==> src/rtl/fir_mac_scheduler.sv <==
// Time-shared FIR: one multiplier and accumulator served round-robin across CH channels.
// Define FIR_SCHED_SAT_EN to saturate the output instead of two's-complement wrapping.
module fir_mac_scheduler #(
   parameter  int DW   = 10,
   parameter  int TAPS = 27,
   parameter  int CH   = 4,
   localparam int AW   = $clog2(TAPS),
   localparam int CW   = (CH > 1) ? $clog2(CH) : 1
) (
   input  logic             clk,
   input  logic             rst,
   input  logic [CH-1:0]    in_valid,
   input  logic [CH*DW-1:0] in_data,
   output logic [CH-1:0]    in_ready,
   input  logic             coef_we,
   input  logic [AW-1:0]    coef_addr,
   input  logic [DW-1:0]    coef_data,
   output logic             coef_busy,
   output logic             out_valid,
   input  logic             out_ready,
   output logic [CW-1:0]    out_ch,
   output logic [DW-1:0]    out_data
);
   localparam int ACCW = 2*DW + AW;

   typedef enum logic [1:0] {IDLE, MAC, OUT} state_t;

   state_t state, state_nx;

   logic signed [DW-1:0]   dl [CH][TAPS];
   logic [AW-1:0]          wptr [CH];
   logic signed [DW-1:0]   coef [TAPS];
   logic [CW-1:0]          last;
   logic [CW-1:0]          chl;
   logic [CW-1:0]          gidx;
   logic                   found;
   logic [AW-1:0]          tap;
   logic [AW-1:0]          wp;
   logic [AW-1:0]          ridx;
   logic                   tap_end;
   logic signed [2*DW-1:0] prod;
   logic signed [ACCW-1:0] acc;
   logic [DW-1:0]          narrow;

   // First requester after the last-granted channel, in cyclic order
   always_comb begin
      found = 1'b0;
      gidx  = last;
      for (int i = 1; i <= CH; i++) begin
         if (!found && in_valid[(int'(last) + i) % CH]) begin
            found = 1'b1;
            gidx  = CW'((int'(last) + i) % CH);
         end
      end
   end

   assign wp      = wptr[chl];
   assign tap_end = (tap == AW'(TAPS - 1));

   // x[n-k] lives k slots behind the not-yet-advanced write pointer
   always_comb begin
      if (wp >= tap) ridx = wp - tap;
      else           ridx = AW'(int'(wp) + TAPS - int'(tap));
   end

   assign prod = dl[chl][ridx] * coef[tap];

`ifdef FIR_SCHED_SAT_EN
   localparam logic signed [ACCW-1:0] SMAX = ACCW'((1 << (DW - 1)) - 1);
   localparam logic signed [ACCW-1:0] SMIN = ~SMAX;

   logic signed [ACCW-1:0] sh;

   assign sh = acc >>> (DW - 1);

   always_comb begin
      narrow = sh[DW-1:0];
      unique case (1'b1)
         (sh > SMAX): narrow = SMAX[DW-1:0];
         (sh < SMIN): narrow = SMIN[DW-1:0];
         default: ;
      endcase
   end
`else
   always_comb begin
      narrow = acc[DW-1 +: DW];
   end
`endif

   always_ff @(posedge clk) begin
      if (rst) state <= IDLE;
      else     state <= state_nx;
   end

   always_comb begin
      state_nx = state;
      unique case (state)
         IDLE:    if (found) state_nx = MAC;
         MAC:     if (tap_end) state_nx = OUT;
         OUT:     if (out_ready) state_nx = IDLE;
         default: state_nx = IDLE;
      endcase
   end

   always_comb begin
      in_ready  = '0;
      coef_busy = (state != IDLE);
      out_valid = (state == OUT);
      out_ch    = '0;
      out_data  = '0;
      if (state == IDLE && found) in_ready[gidx] = 1'b1;
      if (state == OUT) begin
         out_ch   = chl;
         out_data = narrow;
      end
   end

   always_ff @(posedge clk) begin
      if (rst) begin
         for (int c = 0; c < CH; c++) begin
            wptr[c] <= '0;
            for (int k = 0; k < TAPS; k++) dl[c][k] <= '0;
         end
         for (int k = 0; k < TAPS; k++) coef[k] <= '0;
         last <= CW'(CH - 1);
         chl  <= '0;
         tap  <= '0;
         acc  <= '0;
      end else begin
         unique case (state)
            IDLE: begin
               if (coef_we && int'(coef_addr) < TAPS)
                  coef[coef_addr] <= coef_data;
               if (found) begin
                  dl[gidx][wptr[gidx]] <= in_data[gidx*DW +: DW];
                  chl  <= gidx;
                  last <= gidx;
                  acc  <= '0;
                  tap  <= '0;
               end
            end
            MAC: begin
               acc <= acc + {{AW{prod[2*DW-1]}}, prod};
               tap <= tap + 1'b1;
               if (tap_end)
                  wptr[chl] <= (wp == AW'(TAPS - 1)) ? '0 : wp + 1'b1;
            end
            default: ;
         endcase
      end
   end

endmodule

==> config.mk <==
export PLATFORM = sky130hd
export DESIGN_NAME = fir_mac_scheduler
export DESIGN_NICKNAME = d
export VERILOG_FILES = /design/src/rtl/fir_mac_scheduler.sv
export SDC_FILE = /design/constraint.sdc
export NUM_CORES = 2
export LEC_CHECK = 0
export CORE_MARGIN = 3
export CORE_UTILIZATION = 45
export DETAILED_ROUTE_END_ITERATION = 12
export SLEW_MARGIN = 15
export SYNTH_ARGS = -nofsm -noshare
export SYNTH_HDL_FRONTEND = slang
export SYNTH_SLANG_ARGS = --single-unit
==> constraint.sdc <==
create_clock -name clk -period 13.4 [get_ports clk]
set_clock_uncertainty 0.05 [all_clocks]
set_input_delay 2.68 -clock clk [delete_from_list [all_inputs] [get_ports clk]]
set_output_delay 2.68 -clock clk [all_outputs]
set_load 0.03 [all_outputs]
# Yosys cells after proc, flatten, opt, wreduce, memory -nomap -nowiden
# Memory sizes are Yosys's and may differ from the RTL's. A register that Yosys moved wholly into a read port is not among the register bits.
# Cells that the tools add are included.
# totals
ff_bits,36
romBits,0
mem_count,3
wordCells,137
ramBits,1370
inputBits,63
latch_bits,0
out_inout_bits,18
# classes
n_shift,1
mul,2
add_sub_neg,10
bitwise,6
n_mux,69
n_reduce_logical,23
eq_ne,7
div_mod_pow,0
order_cmp,11
# memory_table
name,depth,word_bits,read_ports,rd_ports_with_merged_regs,wr,line_no,source
dl,4,270,1,1,4,30,logic signed [DW-1:0] dl [CH][TAPS];
coef,27,10,1,1,27,32,logic signed [DW-1:0] coef [TAPS];
wptr,4,5,2,1,4,31,logic [AW-1:0] wptr [CH];
# op_table
operator,n
$mux W270,3
$reduce_or A270 Y1,1
$bmux W10 S5,1
$demux W10 S5,1
$mux W10,5
$pmux W25 S2,1
$shiftx A40 B7 Y10,1
$mux W5,7
$mux W1,28
$mux W2,14
$add A25 B25 Y25,1
$mux W25,1
$mul A10 B10 Y20,1
$lt A3 B4 Y1 const B,4
$ge A6 B6 Y1 const B,2
$not A5 Y6,2
$add A5 B1 Y5 const B,2
$eq A5 B5 Y1 const B,2
$pmux W5 S2,1
$reduce_or A10 Y1,1
$sub A5 B5 Y5,2
$bmux W1 S2,4
$reduce_or A2 Y1,4
$logic_and A1 B1 Y1,7
other kinds (23),33

# Longest topological paths before layout
# An unclocked memory read counts as a cell.
# logic_depth
ltp_word,25
mapped_depth,51
ltp_nobuf,43

# Worst setup path before layout
# OpenSTA, ideal clock, no wires.
# synth_timing
path_type,reg2reg
startpoint,register (tool-made name)
endpoint,register acc[18]
required_time_ns,13.271
n_path_buf,8
arrival_time_ns,10.510
path_slack_ns,2.761
setup_ns,0.079
stages_incl_launch_ff,50
period_less_slack_ns,10.639
cell_sequence,dfxtp_1 -> buf_2 -> buf_4 -> buf_4 -> buf_4 -> buf_4 -> mux4_2 -> inv_1 -> ha_1 -> inv_1 -> fa_1 -> and2_0 -> a221o_1 -> a211o_1 -> buf_6 -> buf_2 -> buf_4 -> mux2i_1 -> (+14 left out) -> o21ai_0 -> a21boi_0 -> o21ai_0 -> a21boi_0 -> o21ai_0 -> a21o_1 -> a21oi_1 -> xor2_1 -> ha_1 -> a21o_1 -> nor2_1 -> o211ai_1 -> a31o_2 -> a21oi_1 -> xnor2_1 -> or4_1 -> o32a_1 -> o211ai_1
# synth_rtl
item,line_no,source
"end signal, assigned",143,"acc <= acc + {{AW{prod[2*DW-1]}}, prod};"
"end, declared",42,logic signed [ACCW-1:0] acc;

==> out/metrics.cfg <==
[status]
status = completed

[final_layout]
design_area_um2 = 78000
drive_above_1_share_pct = 14.5
fin_nets = 5370
fin_util_pct = 50.4
num-fill-cells = 13149
area_growth_pct = 10.7
multi_input_area_um2 = 24900
register_area_um2 = 43400

[floorplanning]
rows = 144
top_level_ports = 81
chipHeight_um = 402
start_util_pct = 45.5
core_area_um2 = 155000
dieArea_um2 = 161000
die_w_um = 402

[place]
place_hpwl_um = 121000
place_area_um2 = 72900
globalplace.congestion = 0.887
portBuffers = 80

[drt]
detail_route.wl_per_cell_um = 25.8
vias = 41864
drc = 0
drtPass1Iterations = 6
drtIter0Drc = 4298
viasPerCell = 5.73
finalWirelength_um = 189000
ant_nets = 0

[timing]
grt_setup_unrepaired = no
slew_viol_final = 0
fin_crit_sh_pct = 92.6
setup_viol = 0
max_freq_mhz = 80.6
worstMarginPinSlew_ns = 1.24
period_minus_slack_ns = 12.41
setup_tns_ns = 0
hold_violations = 0
slew_headroom_pct = 17.1

[setup_path]
critPathCaptureType = flop
cp.depth = 41
regToRegEndpoint = acc[18]$_SDFFE_PP0P_
reg2regPathDepth = 41
max_stage_delay_ns = 0.74
r2r_slack_ns = 0.99
critPathLaunchType = flop
cp_num_buf_inv = 5
path_class = reg2reg
cp.arrival_ns = 13.08
slowest_stage = dfxtp_4
cp_max_fo = 69
cp_top_family = compound AO/OA/AOI/OAI gates
crit_required_ns = 14.06

[power]
leakagePower_nw = 28.0
power_per_cell_area_nw_per_um2 = 233
ir_worst_vdd_mv = 0.553

[yosys]
netlist_area_um2 = 70400
synth-edff-count = 1420
ys_types = 75
yosysWarnings = 0
synth_top_family_by_area = simple AND/OR/NAND/NOR gates
synth_compound_area_share_pct = 2.84
avgSynthCellArea_um2 = 13.5
synth_top_area_share_pct = 60.6
yosysTopAreaCell = edfxtp_1
yosys_most_used_dff = edfxtp_1
syn_inst = 5213
synth-adder-area-share_pct = 4.03
muxShareOfSynthArea_pct = 13.5
synth_xor_xnor_area_share_pct = 0.572
synth_seq_cells = 1457
ys_seq_area_share_pct = 61.6
synth-simple-area-share_pct = 13.8
synth.area.top_cells = edfxtp_1 61%, mux4_2 12%, nor2_1 6.6%
ys_async_sr_fraction_pct = 0

[clock_tree]
clockBufferDepth = 3
clk_latency_ns = 0.78
clk_pin_slew_ns = 0.07
cts_resized = 0
post_cts_buffers = 0
htreeDepth = 4
tritoncts = built
cts-root-buf = clkbuf_16
cts.sinks = 1457
cts_hold_buf = 0
numCtsBuffers = 157

[worst_hold_path]
hold_class = reg2reg
min_to = acc[2]$_SDFFE_PP0P_
min_from = acc[2]$_SDFFE_PP0P_
min_path_cells = 2

[global_routing]
antenna_found_initial = 4
grt_pass1_wl_um = 281000
grt_start_max_net_pins = 103
grt_usage_pct = 23.3
overflow = 0
grt_pass1_vias = 42264

[flow_run]
cap_violations = 0

==> flip-flops by register name, indices dropped and copies added (netlist names), named ones only <==
| signal | count |
|---|---|
| dl | 1080 |
| acc | 19 |
| wptr | 20 |
| tap | 5 |
| chl | 2 |
| last | 2 |
| state | 2 |
| coef | 320 |
==> worst max path at each step <==
stage,startpoint,slack [ns],endpoint
after floorplan,flop,2.76,acc[18]$_SDFFE_PP0P_
after detailed placement,flop,1.17,acc[18]$_SDFFE_PP0P_
after CTS,flop,1.11,acc[18]$_SDFFE_PP0P_
final,flop,0.99,acc[18]$_SDFFE_PP0P_
after global routing,flop,0.16,acc[18]$_SDFFE_PP0P_
after global placement,flop,1.33,acc[18]$_SDFFE_PP0P_
==> tightest hold or removal path: cells and delay by family (launching register included) <==
| family | cells | cell delay, ns |
|---|---|---|
| flip-flops | 1 | 0.32 |
| AND/OR/NAND/NOR | 1 | 0.06 |
| AO/OA/AOI/OAI | 1 | 0.05 |
==> where the power goes <==
part | switching (W) | internal (W) | total, W | leakage, nW
clock network | 0.00183 | 0.00249 | 0.00431 | 2.44
logic | 0.00496 | 0.00365 | 0.00861 | 10.6
registers | 0.0000683 | 0.00520 | 0.00527 | 14.9
total | 0.00686 | 0.0113 | 0.0182 | 28.0
==> cell usage after synthesis, types with 12 or more instances <==
cell	n
a211oi_1	67
a21oi_1	58
a31oi_1	15
and2_0	14
and2_1	318
buf_1	21
buf_2	77
buf_4	16
buf_6	14
clkbuf_1	326
dfxtp_1	37
edfxtp_1	1420
fa_1	91
ha_1	81
inv_1	147
mux2i_1	111
mux4_2	369
nand2_1	227
nand2b_1	134
nand3_1	79
nor2_1	1239
nor2b_1	17
nor3_1	22
o211ai_1	12
o21ai_0	39
o21ai_1	20
or2_1	43
or2_2	30
xnor2_1	35
==> kinds of logic after synthesis <==
family,after synthesis
compound gates,289
fa+ha+maj,172
flops,1457
mux,487
buf+inv,604
xor+xnor,46
other cells,1
simple gates,2157
==> cell type report <==
cell class,count,share of cell area (%)
flip-flops and latches,1457,55.7
diodes,4,0.0128
well taps,2044,3.28
inverters,150,0.722
repair buffers,168,1.93
multi-input cells,3201,31.9
clock inverters,86,1.18
clock buffers,196,5.31
==> per-stage QoR <==
step / instances / total power [W] / hold WS [ns] / setup slack [ns]
global placement: 7020 / 0.0139 / 0.409 / 1.33
finish: 7306 / 0.0182 / 0.426 / 0.986
floorplan: 5262 / 0.0120 / 0.394 / 2.76
CTS: 7302 / 0.0183 / 0.430 / 1.11
global route: 7304 / 0.0195 / 0.449 / 0.158
detailed placement: 7020 / 0.0140 / 0.420 / 1.17
==> per-layer routing <==
| metal | part of all wire [%] | vias up | track usage, % |
|---|---|---|---|
| met5 | 0.0058 | - | 0 |
| li1 | - | 18432 | - |
| met4 | 2.9 | 2 | 7.13 |
| met3 | 7.7 | 287 | 4.09 |
| met1 | 41 | 21552 | 32.4 |
| met2 | 48 | 1591 | 37.7 |
==> cells in the final DEF, fill, tap and decap left out, types with 91 or more instances in the layout <==
master     synthesis  routed
and2_1           318     318
clkbuf_16          0     160
edfxtp_1        1420    1420
fa_1              91      91
inv_1            147     147
mux2i_1          111     111
mux4_2           369     369
nand2_1          227     227
nand2b_1         134     134
nor2_1          1239    1234
No activity file was read; power rests on OpenSTA's default activity.
